==> src/rtl/sg_pkg.sv <==
// Shared types, default Savitzky-Golay coefficients and the round/saturate helper
// used by the streaming SG smoother.
package sg_pkg;

  // 7-tap quadratic SG smoothing kernel in Q2.14, index 0 = oldest tap
  localparam logic signed [15:0] SG_C7 [7] = '{
    -16'sd1560, 16'sd2341, 16'sd4681, 16'sd5461, 16'sd4681, 16'sd2341, -16'sd1560
  };

  typedef enum logic [2:0] {
    ST_IDLE,
    ST_ACCEPT,
    ST_PAD,
    ST_MAC,
    ST_OUT
  } sg_state_t;

  // Round half-up at the binary point, then clamp to a signed dw-bit range.
  function automatic logic signed [63:0] sg_round_sat(input logic signed [63:0] acc,
                                                      input int frac,
                                                      input int dw);
    logic signed [63:0] rounded;
    logic signed [63:0] max_v;
    logic signed [63:0] min_v;
    rounded = (acc + (64'sd1 <<< (frac - 1))) >>> frac;
    max_v   = (64'sd1 <<< (dw - 1)) - 64'sd1;
    min_v   = -(64'sd1 <<< (dw - 1));
    if (rounded > max_v) return max_v;
    if (rounded < min_v) return min_v;
    return rounded;
  endfunction

endpackage

==> src/rtl/sg_mac.sv <==
// Sequential multiply-accumulate: one tap per cycle after i_start, tap 0 first;
// the final sum is rounded, saturated and held in o_result until the next start.
module sg_mac
  import sg_pkg::*;
#(
  parameter int DATA_W    = 16,
  parameter int COEF_W    = 16,
  parameter int COEF_FRAC = 14,
  parameter int WIN       = 7,
  parameter int TAP_W     = $clog2(WIN)
) (
  input  logic                     clk,
  input  logic                     rst,
  input  logic                     i_start,
  input  logic signed [DATA_W-1:0] i_x,
  input  logic signed [COEF_W-1:0] i_c,
  output logic [TAP_W-1:0]         o_tap,
  output logic                     o_done,
  output logic signed [DATA_W-1:0] o_result
);

  localparam int ACC_W = DATA_W + COEF_W + $clog2(WIN);
  localparam logic [TAP_W-1:0] LAST_TAP = TAP_W'(WIN - 1);

  logic                     r_busy;
  logic [TAP_W-1:0]         r_tap;
  logic signed [ACC_W-1:0]  r_acc;
  logic signed [DATA_W-1:0] r_result;
  logic signed [ACC_W-1:0]  w_acc_next;

  assign w_acc_next = r_acc + ACC_W'(i_x) * ACC_W'(i_c);

  // NOTE: sequential state uses non-blocking assignments so every register
  // samples pre-edge values regardless of statement order.
  always_ff @(posedge clk or posedge rst) begin
    if (rst) begin
      r_busy   <= 1'b0;
      r_tap    <= '0;
      r_acc    <= '0;
      r_result <= '0;
    end else if (i_start) begin
      r_busy <= 1'b1;
      r_tap  <= '0;
      r_acc  <= '0;
    end else if (r_busy) begin
      r_acc <= w_acc_next;
      if (r_tap == LAST_TAP) begin
        r_busy   <= 1'b0;
        r_tap    <= '0;
        r_result <= DATA_W'(sg_round_sat(64'(w_acc_next), COEF_FRAC, DATA_W));
      end else begin
        r_tap <= r_tap + 1'b1;
      end
    end
  end

  assign o_tap    = r_tap;
  assign o_done   = r_busy && (r_tap == LAST_TAP);
  assign o_result = r_result;

endmodule

==> src/rtl/sg_stream_filter.sv <==
// Framed streaming Savitzky-Golay smoother with edge replication.
// Define SG_COEF_LOAD_EN to add a run-time writable coefficient register file.
module sg_stream_filter
  import sg_pkg::*;
#(
  parameter int DATA_W    = 16,
  parameter int WIN       = 7,
  parameter int COEF_W    = 16,
  parameter int COEF_FRAC = 14,
  parameter logic signed [COEF_W-1:0] COEFS [WIN] = SG_C7
) (
  input  logic                     clk,
  input  logic                     rst,
`ifdef SG_COEF_LOAD_EN
  input  logic                     coef_wr_en,
  input  logic [3:0]               coef_addr,
  input  logic signed [COEF_W-1:0] coef_data,
`endif
  input  logic                     s_valid,
  output logic                     s_ready,
  input  logic signed [DATA_W-1:0] s_data,
  input  logic                     s_last,
  output logic                     m_valid,
  input  logic                     m_ready,
  output logic signed [DATA_W-1:0] m_data,
  output logic                     m_last
);

  localparam int HALF  = WIN / 2;
  localparam int TAP_W = $clog2(WIN);
  localparam int CNT_W = $clog2(WIN);
  localparam logic [CNT_W-1:0] HALF_C = CNT_W'(HALF);

  sg_state_t                r_state, w_next;
  logic signed [DATA_W-1:0] r_win [WIN];
  logic [CNT_W-1:0]         r_lead, r_pad_cnt, w_lead_inc;
  logic                     r_last_seen;
  logic                     w_start, w_done, w_frame_end;
  logic [TAP_W-1:0]         w_tap;
  logic signed [COEF_W-1:0] w_coef [WIN];
  logic signed [DATA_W-1:0] w_result;

  // r_lead = samples held beyond the output centre; r_pad_cnt = replications after s_last
  assign w_lead_inc  = r_lead + 1'b1;
  assign w_frame_end = r_last_seen && (r_pad_cnt == HALF_C);
  assign w_start     = (r_state != ST_MAC) && (w_next == ST_MAC);

  always_ff @(posedge clk or posedge rst) begin
    if (rst) r_state <= ST_IDLE;
    else     r_state <= w_next;
  end

  // NOTE: w_next takes a default before the case so no path leaves it unassigned (no latch).
  always_comb begin
    w_next = r_state;
    case (r_state)
      ST_IDLE:   if (s_valid) w_next = s_last ? ST_PAD : ST_ACCEPT;
      ST_ACCEPT: if (s_valid) begin
                   if (w_lead_inc == HALF_C) w_next = ST_MAC;
                   else if (s_last)          w_next = ST_PAD;
                 end
      ST_PAD:    if (w_lead_inc == HALF_C) w_next = ST_MAC;
      ST_MAC:    if (w_done) w_next = ST_OUT;
      ST_OUT:    if (m_ready) w_next = w_frame_end ? ST_IDLE
                                     : (r_last_seen ? ST_PAD : ST_ACCEPT);
      default:   w_next = ST_IDLE;
    endcase
  end

  always_comb begin
    s_ready = (r_state == ST_IDLE) || (r_state == ST_ACCEPT);
    m_valid = (r_state == ST_OUT);
    m_last  = (r_state == ST_OUT) && w_frame_end;
  end

  assign m_data = w_result;

  // NOTE: the window array is reset too, so a frame cut short by rst leaves no stale samples.
  always_ff @(posedge clk or posedge rst) begin
    if (rst) begin
      for (int i = 0; i < WIN; i++) r_win[i] <= '0;
      r_lead      <= '0;
      r_pad_cnt   <= '0;
      r_last_seen <= 1'b0;
    end else begin
      case (r_state)
        ST_IDLE: if (s_valid) begin
          // Filling every slot with x0 replicates the left edge once HALF samples shift in.
          for (int i = 0; i < WIN; i++) r_win[i] <= s_data;
          r_lead      <= '0;
          r_pad_cnt   <= '0;
          r_last_seen <= s_last;
        end
        ST_ACCEPT: if (s_valid) begin
          for (int i = 0; i < WIN - 1; i++) r_win[i] <= r_win[i+1];
          r_win[WIN-1] <= s_data;
          r_lead       <= w_lead_inc;
          r_last_seen  <= s_last;
        end
        ST_PAD: begin
          for (int i = 0; i < WIN - 1; i++) r_win[i] <= r_win[i+1];
          r_lead    <= w_lead_inc;
          r_pad_cnt <= r_pad_cnt + 1'b1;
        end
        ST_OUT: if (m_ready) r_lead <= r_lead - 1'b1;
        default: ;
      endcase
    end
  end

`ifdef SG_COEF_LOAD_EN
  localparam logic [3:0] WIN_A = 4'(WIN);
  logic signed [COEF_W-1:0] r_coef [WIN];

  always_ff @(posedge clk or posedge rst) begin
    if (rst) begin
      for (int i = 0; i < WIN; i++) r_coef[i] <= COEFS[i];
    end else if (coef_wr_en && (r_state == ST_IDLE) && (coef_addr < WIN_A)) begin
      r_coef[coef_addr[TAP_W-1:0]] <= coef_data;
    end
  end

  always_comb begin
    for (int i = 0; i < WIN; i++) w_coef[i] = r_coef[i];
  end
`else
  always_comb begin
    for (int i = 0; i < WIN; i++) w_coef[i] = COEFS[i];
  end
`endif

  sg_mac #(
    .DATA_W   (DATA_W),
    .COEF_W   (COEF_W),
    .COEF_FRAC(COEF_FRAC),
    .WIN      (WIN),
    .TAP_W    (TAP_W)
  ) u_mac (
    .clk     (clk),
    .rst     (rst),
    .i_start (w_start),
    .i_x     (r_win[w_tap]),
    .i_c     (w_coef[w_tap]),
    .o_tap   (w_tap),
    .o_done  (w_done),
    .o_result(w_result)
  );

endmodule
==> config.mk <==
export PLATFORM = sky130hd
export DESIGN_NAME = sg_stream_filter
export DESIGN_NICKNAME = d
export VERILOG_FILES = /design/src/rtl/sg_pkg.sv /design/src/rtl/sg_mac.sv /design/src/rtl/sg_stream_filter.sv
export SDC_FILE = /design/constraint.sdc
export NUM_CORES = 1
export LEC_CHECK = 0
export BUFFER_PORTS_ARGS = -buffer_cell sky130_fd_sc_hd__buf_2
export CORE_MARGIN = 2
export CORE_UTILIZATION = 59
export DETAILED_ROUTE_END_ITERATION = 12
export GPL_ROUTABILITY_DRIVEN = 0
export MAX_ROUTING_LAYER = met4
export PLACE_DENSITY = 0.79
export SETUP_SLACK_MARGIN = 0.2
export SLEW_MARGIN = 30
export SYNTH_ARGS = -nofsm -noshare
export SYNTH_HDL_FRONTEND = slang
export SYNTH_SLANG_ARGS = --single-unit
==> constraint.sdc <==
create_clock -name clk -period 9.6 [get_ports clk]
set_input_delay 0.48 -clock clk [delete_from_list [all_inputs] [get_ports clk]]
set_output_delay 0.48 -clock clk [all_outputs]
set_load 0.01 [all_outputs]
==> Word level (Yosys, flattened, before mapping) <==
Memory sizes are Yosys's and may differ from the RTL's.
Index checks and enable logic that the tools add are counted.
{ "word_totals": {"word_cells": 104, "romBits": 128, "input_bits": 21, "output_inout_bits": 19, "memories": 1, "reg_bits": 177} }
{ "mem_list": {"columns": ["memory", "depth", "word_bits", "read_ports", "rd_clocked_by_memory_dff", "write_ports", "line_no", "source"], "rows": [
  ["(no name shown)", 8, 16, 1, 0, 0, "sg_stream_filter.sv:143", ".i_c (w_coef[w_tap]),"]
]} }
{ "classes": {"magnitude_cmp": 3, "multipliers": 1, "bitwise": 2, "mux": 46, "reduce_logical": 18, "n_addsub": 6, "n_eq_ne": 12} }
{ "op_table": {"columns": ["cell", "n"], "rows": [
  ["$pmux 96 s3", 1],
  ["$mux 112", 2],
  ["$mux 16", 8],
  ["$mux 35", 2],
  ["$bmux 16 s3", 1],
  ["$mux 3", 13],
  ["$add 35x15->36 const B", 1],
  ["$add 35x32->35", 1],
  ["$mul 16x16->32", 1],
  ["$pmux 16 s2", 1],
  ["$gt 22x16->1 const B", 1],
  ["$lt 22x16->1 const B", 1],
  ["$eq 3x2->1 const B", 5],
  ["$pmux 3 s5", 1],
  ["$mux 1", 12],
  ["$pmux 3 s4", 1],
  ["$add 3x1->3 const B", 3],
  ["$reduce_and 3->1", 3],
  ["$eq 3x3->1 const B", 2],
  ["$mux 2", 3],
  ["$pmux 3 s2", 1],
  ["$reduce_bool 2->1", 3],
  ["$ge 4x4->1 const B", 1],
  ["$logic_and 1x1->1", 4],
  ["other kinds (14)", 16]
]} }

==> Depth between registers and ports, before layout <==
Gate-level depths: netlist of run 1.
{ "logic_depth": {"depth_word": 18, "depth_mapped": 34, "ltp_nobuf": 30} }

==> By module <==
A second synthesis of run 1 with hierarchy kept.
{ "hier_totals": {"cells_unflattened": 2226, "hier_area_um2": 20825.0} }
{ "by_module_without_submodules": {"columns": ["module", "area_each_um2", "seq_area_each_um2", "instances", "cells_per_inst"], "rows": [
  ["sg_mac", 14596.5, 1376.3, 1, 1577],
  ["sg_stream_filter", 6228.5, 3052.9, 1, 649]
]} }

==> Least setup slack after synthesis of run 1 <==
No wires, ideal clock.
{ "synth_timing": {"path_kind": "flip-flop to flip-flop", "startpoint": "register u_mac.r_tap[0] (netlist: u_mac.o_tap[0])", "endpoint": "register u_mac.r_result[0] (netlist: u_mac.o_result[0])", "slack_ps": -114, "setup_ps": 138, "t_required_ps": 9462, "period_less_slack_ps": 9714, "arrival_ps": 9576, "path_buffers": 7, "stages_incl_launch_ff": 34, "cell_sequence": "dfrtp_1 -> clkbuf_1 -> buf_1 -> clkbuf_1 -> buf_2 -> clkbuf_1 -> and2_1 -> ha_1 -> clkbuf_1 -> nand2_1 -> fa_1 -> inv_1 -> fa_1 -> inv_1 -> fa_1 -> inv_1 -> fa_1 -> fa_1 -> inv_1 -> fa_1 -> inv_1 -> ha_1 -> a211oi_1 -> nand2_1 -> a211oi_2 -> a21oi_1 -> nor4_4 -> nand3_2 -> or4_4 -> or2_4 -> o41ai_4 -> a2bb2oi_4 -> buf_6 -> o22ai_1"} }
{ "synth_between": {"elab_chain_len": 15, "elab_cells_between_ends": 32, "classes_between": "2 x add/sub; 1 x mul; 2 x order compare; 2 x eq/ne; 19 x mux; 2 x bitwise; 3 x reduce/logical; 1 x memory"} }
{ "synth_rtl": {"columns": ["item", "line_no", "source"], "rows": [
  ["start: declaration", "sg_mac.sv:26", "logic [TAP_W-1:0] r_tap;"],
  ["start signal: assignment", "sg_mac.sv:52", "r_tap <= r_tap + 1'b1;"],
  ["$not 3->4 (implied by the code)", "sg_stream_filter.sv:142, sg_stream_filter.sv:143", null],
  ["$mem_v2 8x16 / $bmux 16 s3 (equally long branches)", null, null],
  ["$mux 16 (on tied branches) (2 in a row)", "sg_stream_filter.sv:143, sg_stream_filter.sv:142", null],
  ["$mul 16x16->32", "sg_mac.sv:31", "assign w_acc_next = r_acc + ACC_W'(i_x) * ACC_W'(i_c);"],
  ["$add 35x32->35", "sg_mac.sv:31", null],
  ["$add 35x15->36", "sg_pkg.sv:25", "rounded = (acc + (64'sd1 <<< (frac - 1))) >>> frac;"],
  ["$lt 22x16->1", "sg_pkg.sv:29", "if (rounded < min_v) return min_v;"],
  ["$mux 1 (2 in a row)", "sg_pkg.sv:29", null],
  ["$mux 1", "sg_mac.sv:47", "if (r_tap == LAST_TAP) begin"],
  ["$mux 1", "sg_mac.sv:45", "end else if (r_busy) begin"],
  ["$mux 1", "sg_mac.sv:41", "end else if (i_start) begin"],
  ["$mux 16", "sg_pkg.sv:30", "return rounded;"],
  ["$mux 16", "sg_pkg.sv:29", null],
  ["end signal: assignment", "sg_mac.sv:50", "r_result <= DATA_W'(sg_round_sat(64'(w_acc_next), COEF_FRAC, DATA_W));"],
  ["end: declaration", "sg_mac.sv:28", "logic signed [DATA_W-1:0] r_result;"]
]} }
Several ways; a longest one is shown, not always the timed one. The select of a mux whose other input is x is not followed.
A chain may end at the register's enable or synchronous reset.

==> Worst setup path after layout of run 1 <==
{ "layout_timing": {"startpoint": "register u_mac.r_tap[0] (netlist: u_mac.o_tap[0])", "endpoint": "register u_mac.r_result[3] (netlist: u_mac.o_result[3])"} }
The elaborated chain is that of the path after synthesis.

==> summary.md, run 1 <==
| Metric | Value |
|---|---|
| Synthesized Nets | `2706` |
| Antenna violations before repair | `0` |
| Routed Wire Length | `about 48 mm` |
| CTS tree | `yes` |
| Grt total ovfl | `0` |
| Worst Setup End Kind | `flip-flop` |
| 1st-iter DRT viols | `about 1500` |
| Final hold vios | `0` |
| Post-route DRC | `0` |
| Hold slack | `0.186 ns` |
| DR vias/cell | `5.77` |
| Clock Tree Root | `clkbuf_16` |
| Antenna viol nets, final | `0` |
| Yosys warning count | `0` |
| Fin area | `0.0217 sq mm` |
| Post-synthesis instance total | `between 2000 and 2500` |
| Final period util | `93.9%` |
| Clock skew | `0.0263 ns` |
| Die Height | `190 um` |
| Initial Utilization | `between 60% and 70%` |
| Worst slew pin tran | `0.917 ns` |
| EDFF count, synth | `0` |
| Setup TNS | `0 ns` |
| Fillers | `2664` |
| Sink Count | `177` |
| Count of final max-slew check failures | `0` |
| CP Launch Type | `flip-flop` |
| Seq cells post-synth | `177` |
| Total GRT Usage | `29.5%` |
| FFs w/ async S/R, synth | `100%` |
| Die width | `about 190 um` |
| Crit path max fanout | `21` |
| First-pass GRT wire length | `a little over 80 mm` |
| Max incr delay on CP | `0.61 ns` |
| CP max stage cell | `dfrtp_4` |
| Total of max-cap violations | `0` |
| Max Freq | `111 MHz` |
| Rows | `67` |
| Yosys cell types | `83` |
| Number of global-route vias before repair | `16500` |
| Unrepaired setup endpoints after global routing | `false` |
| Cell mode on critical path | `fa_1` |
| Nets | `2701` |
| # diodes | `0` |
| Cell Area, Synth | `~0.02 sq mm` |
| Core area | `0.0337 sq mm` |
| Pin count of the biggest net entering global routing | `~130` |
| Drt pass-1 iters | `6` |
| Crit path DAT | `9.32 ns` |
| Top FF cell, synth | `dfrtp_1` |
| Clock Latency Late Sink | `0.47 ns` |
| # IOs | `40` |
| Vias post-DR | `15900` |
| Num CTS Buffers | `17` |
| Tmin final | `9.02 ns` |
| Maximum root-to-sink buffer count | `2` |
| Run status | `completed` |
| Setup CP Type | `flip-flop to flip-flop` |
| Worst EP required | `9.90 ns` |
| Wire length per cell | `17.6 um` |
| Area grow syn2layout | `6.94%` |
| Area occupied by multi-input gates | `~0.014 sq mm` |
| Slew HR | `37.1%` |
| IO buf count | `39` |
| Reg area | `around 0.0044 sq mm` |
| Seq/Total Area, Yosys | `a little over a fifth` |
| # setup viols final | `0` |
| Synthesized area per cell | `approximately 8.9 sq um` |
| R2R setup slack | `0.58 ns` |
| Htree depth | `4` |
| Post-DP HPWL | `37.7 mm` |
| Layout cells sized above 1 | `under 10%` |
| Die area | `0.0360 sq mm` |
| Worst Hold Class | `primary input to async pin` |
| Area post-placement | `0.0211 sq mm` |
| Reg clk slew, reported paths | `around 0.080 ns` |
[through the flow]
step / utilization, % / std cells / setup slack (ns)
final: 64.5 / 2747 / 0.584
after global routing: 64.5 / 2747 / 0.232
after CTS: 64.3 / 2746 / 0.287
after detailed placement: 62.5 / 2714 / 0.361
after global placement: 62.4 / 2713 / 0.539
after floorplan: - / 2291 / 0.294
[worst max-delay path, delay by kind of cell, from the launching register on]
kind	cells	cell delay, ns
AO/OA/AOI/OAI	8	2.03
adder cells (fa/ha/maj)	7	3.40
buffers and inverters	6	0.73
flip-flops	1	0.61
multiplexers	1	0.50
AND/OR/NAND/NOR	6	1.54
[timing repair]
| item | 4_1_cts | 5_1_grt |
|---|---|---|
| hold buffers | 0 | 0 |
| gates resized for setup | 0 | 10 |
| setup endpoints to repair | 0 | 16 |
| setup buffers | 0 | 1 |
[cell type report]
type,count,share of cell area (%)
clock inverters,14,0.863
clock buffers,18,1.97
flip-flops and latches,177,20.4
repair buffers,82,2.62
inverters,495,8.58
well taps,448,2.58
multi-input cells,1513,63.0
[worst paths after layout]
kind	from	to	cells past startpoint
worst min register to register	r_pad_cnt[2]$_DFFE_PP0P_	r_pad_cnt[2]$_DFFE_PP0P_	2
min in group clk	m_ready	r_state[2]$_DFF_PP0_	2
worst max-delay path	u_mac.o_tap[0]$_DFFE_PP0P_	u_mac.o_result[3]$_DFFE_PP0P_	28
worst min-delay path	rst	u_mac.r_acc[5]$_DFFE_PP0P_	2
worst max register to register	u_mac.o_tap[0]$_DFFE_PP0P_	u_mac.o_result[3]$_DFFE_PP0P_	28
max in group asynchronous	rst	u_mac.o_tap[0]$_DFFE_PP0P_	3
[cell usage in the layout, fill, tap and decap left out, drive strengths merged, types with 4 or more instances in the layout]
master  count
inv       502
mux4       16
and3        5
fa        267
a21o       11
nor2      232
o21ai      64
o31ai       4
clkinv      6
or2        10
nand2b     10
dfrtp     177
nor2b      13
nand2     153
a211o       5
o22ai      17
a211oi     19
ha        127
mux2       29
a21oi     246
and2       41
o21bai      5
xnor2      41
nor3       21
o211ai      8
nor3b       4
xor2       11
clkbuf     18
mux2i      58
buf        82
or3        10
nand4       8
nand3      23
[routing by layer]
| metal | vias to the layer above | track usage [%] | part of all wire (%) |
|---|---|---|---|
| li1 | 7229 | - | - |
| met1 | 7886 | 39.0 | 41 |
| met2 | 619 | 46.9 | 48 |
| met3 | 124 | 4.32 | 7.5 |
| met4 | 0 | 10.5 | 3.1 |
| met5 | - | - | 0 |
[Yosys cell counts, types with 5 or more instances]
master	n	area (sq um)
inv_1	494	1850
fa_1	267	5350
a21oi_1	244	1220
nor2_1	232	871
dfrtp_1	177	4430
nand2_1	153	574
ha_1	127	1590
clkbuf_1	83	312
o21ai_0	61	305
mux2i_1	58	581
xnor2_1	41	359
and2_1	37	231
mux2_2	29	327
nand3_1	22	110
nor3_1	21	105
mux4_2	16	360
a211oi_1	14	105
o22ai_1	14	87.6
buf_1	13	48.8
nor2b_1	13	81.3
a21o_1	11	82.6
xor2_1	11	96.3
nand2b_1	10	62.6
or3_1	10	62.6
or2_2	9	56.3
buf_2	7	35.0
nand4_1	7	43.8
o211ai_1	7	52.6
a211o_1	5	43.8
and3_1	5	31.3
o21bai_1	5	37.5
[flip-flops by register name, indices dropped and copies added, names as in the netlist]
signal / cells
u_mac.r_acc: 35
u_mac.r_busy: 1
r_win: 112
u_mac.o_result: 16
r_last_seen: 1
u_mac.o_tap: 3
r_state: 3
r_pad_cnt: 3
r_lead: 3
[logic make-up (layout without fill, tap and decap cells)]
family	Yosys count	in the layout	share of synthesized area [%]
fa+ha+maj	395	395	34.2
xor+xnor	52	52	2.24
mux	103	103	6.23
simple gates	543	543	12.0
compound gates	420	420	12.4
flops	177	177	21.8
buf+inv	601	609	11.2
Power of run 1 is left out: the tool's default activity adds up to more than one toggle a clock period on the data nets, which glitch-free logic cannot reach.
==> run 2, diff against run 1 <==
--- a/config.mk
+++ b/config.mk
@@ -12,6 +12,7 @@
 export GPL_ROUTABILITY_DRIVEN = 0
 export MAX_ROUTING_LAYER = met4
 export PLACE_DENSITY = 0.79
+export RECOVER_POWER = 50
 export SETUP_SLACK_MARGIN = 0.2
 export SLEW_MARGIN = 30
 export SYNTH_ARGS = -nofsm -noshare
==> summary.md, run 2 (synthesized netlist as in run 1, its figures left out) <==
| Metric | Value |
|---|---|
| Run status | `finished, violations left` |
| Failing checks | `max-capacitance violations, max-slew violations` |
| Count of final max-slew check failures | `180 (+180)` |
| # IOs | `40 (unchanged)` |
| First-pass GRT wire length | `81.7 mm (unchanged)` |
| CP Launch Type | `flip-flop` |
| Max Freq | `111 MHz (-0.13%)` |
| Reg clk slew, reported paths | `0.09 ns (about the same)` |
| Rows | `67 (unchanged)` |
| Clock Latency Late Sink | `0.47 ns (about the same)` |
| Htree depth | `4 (unchanged)` |
| Worst Setup End Kind | `flip-flop` |
| Worst slew pin tran | `5.30 ns (+4.38 ns)` |
| Fin area | `0.0217 sq mm (-0.14%)` |
| Core area | `0.0337 sq mm (unchanged)` |
| Nets | `2701 (unchanged)` |
| Drt pass-1 iters | `6 (unchanged)` |
| DR vias/cell | `5.78 (+0.14%)` |
| Biggest register | `r_win` |
| # setup viols final | `0 (unchanged)` |
| Worst Hold Class | `primary input to flip-flop` |
| 1st-iter DRT viols | `1537 (+2.7%)` |
| Routed Wire Length | `48.4 mm (+0.25%)` |
| Post-DP HPWL | `37.7 mm (unchanged)` |
| Tmin final | `9.03 ns (+0.0113 ns)` |
| Most common cell after layout, fill and taps aside | `inv_1` |
| Cell mode on critical path | `fa_1` |
| Slew HR | `-255% (-290 points)` |
| Antenna violations before repair | `0 (unchanged)` |
| Grt total ovfl | `0 (unchanged)` |
| Die width | `190 um (unchanged)` |
| Vias post-DR | `15900 (+0.14%)` |
| Worst EP required | `9.90 ns (about the same)` |
| Sink Count | `177 (unchanged)` |
| Antenna viol nets, final | `0 (unchanged)` |
| Reg area | `0.00443 sq mm (unchanged)` |
| Max reg flops | `112 (unchanged)` |
| Crit path max fanout | `21 (unchanged)` |
| Num CTS Buffers | `17 (unchanged)` |
| Number of global-route vias before repair | `16500 (unchanged)` |
| Initial Utilization | `60.3% (unchanged)` |
| CTS tree | `yes` |
| Area grow syn2layout | `6.79%` |
| IO buf count | `39 (unchanged)` |
| Area occupied by multi-input gates | `0.0137 sq mm (unchanged)` |
| Total of max-cap violations | `2 (+2)` |
| Most frequent cells in the layout | `inv_1, fa_1, a21oi_1` |
| Final period util | `94.0% (+0.12 points)` |
| Area post-placement | `0.0211 sq mm (unchanged)` |
| Total GRT Usage | `29.5% (unchanged)` |
| Final hold vios | `0 (unchanged)` |
| # diodes | `0 (unchanged)` |
| Setup CP Type | `flip-flop to flip-flop` |
| Clock skew | `0.0260 ns (-0.000273 ns)` |
| Wire length per cell | `17.6 um (+0.25%)` |
| Fillers | `2679 (+0.56%)` |
| Crit path DAT | `9.33 ns (about the same)` |
| Setup TNS | `0 ns (unchanged)` |
| Clock Tree Root | `clkbuf_16` |
| Maximum root-to-sink buffer count | `2 (unchanged)` |
| Die area | `0.0360 sq mm (unchanged)` |
| Hold Path Depth | `2` |
| Unrepaired setup endpoints after global routing | `false` |
| Die Height | `190 um (unchanged)` |
| CP max stage cell | `dfrtp_4` |
| Pin count of the biggest net entering global routing | `133 (unchanged)` |
| Max incr delay on CP | `0.61 ns (about the same)` |
| Post-route DRC | `0 (unchanged)` |
| Layout cells sized above 1 | `8.18% (-0.74 points)` |
| FF-to-FF path depth | `28 (unchanged)` |
run 2: timing repair:
item / 4_1_cts / 5_1_grt
hold buffers: 0 / 0
setup buffers: 0 / 1
setup endpoints to repair: 0 / 16
resized for setup: 0 / 10
run 2: layout make-up:
type	count	area share [%]
flip-flops and latches	177	20.4
well taps	448	2.58
multi-input cells	1513	63.1
repair buffers	82	2.52
inverters	495	8.56
clock buffers	18	1.98
clock inverters	14	0.864
run 2: metal layers:
layer  GRT usage [%]  share of wire [%]
met5               -                  0
met4            10.5                3.2
met3            4.32                7.1
met2            46.9                 48
met1            39.0                 42
run 2: through the flow:
step | std cells | setup WS (ns) | util, % | hold WS, ns
detailed placement | 2714 | 0.361 | 62.5 | 0.479
global placement | 2713 | 0.539 | 62.4 | 0.467
floorplan | 2291 | 0.294 | - | 0.450
finish | 2747 | 0.572 | 64.4 | 0.236
CTS | 2746 | 0.287 | 64.3 | 0.219
global route | 2747 | 0.232 | 64.4 | 0.231
run 2: worst max-delay path: cells and delay by family, from the launching register on:
family | cells | cell delay (ns)
AO/OA/AOI/OAI | 8 | 2.03
adder cells (fa/ha/maj) | 7 | 3.42
buffers and inverters | 6 | 0.74
flip-flops | 1 | 0.61
multiplexers | 1 | 0.50
AND/OR/NAND/NOR | 6 | 1.54
run 2: worst paths after layout:
path	end	startpoint	slack, ns
max	u_mac.o_result[3]$_DFFE_PP0P_	u_mac.o_tap[0]$_DFFE_PP0P_	0.57
min	r_state[2]$_DFF_PP0_	m_ready	0.24
min reg2reg	r_pad_cnt[2]$_DFFE_PP0P_	r_pad_cnt[2]$_DFFE_PP0P_	0.49
max reg2reg	u_mac.o_result[3]$_DFFE_PP0P_	u_mac.o_tap[0]$_DFFE_PP0P_	0.57
min in group asynchronous	u_mac.r_acc[5]$_DFFE_PP0P_	rst	1.66
max in group asynchronous	u_mac.o_tap[0]$_DFFE_PP0P_	rst	2.87
Power of run 2 is left out for the same reason.
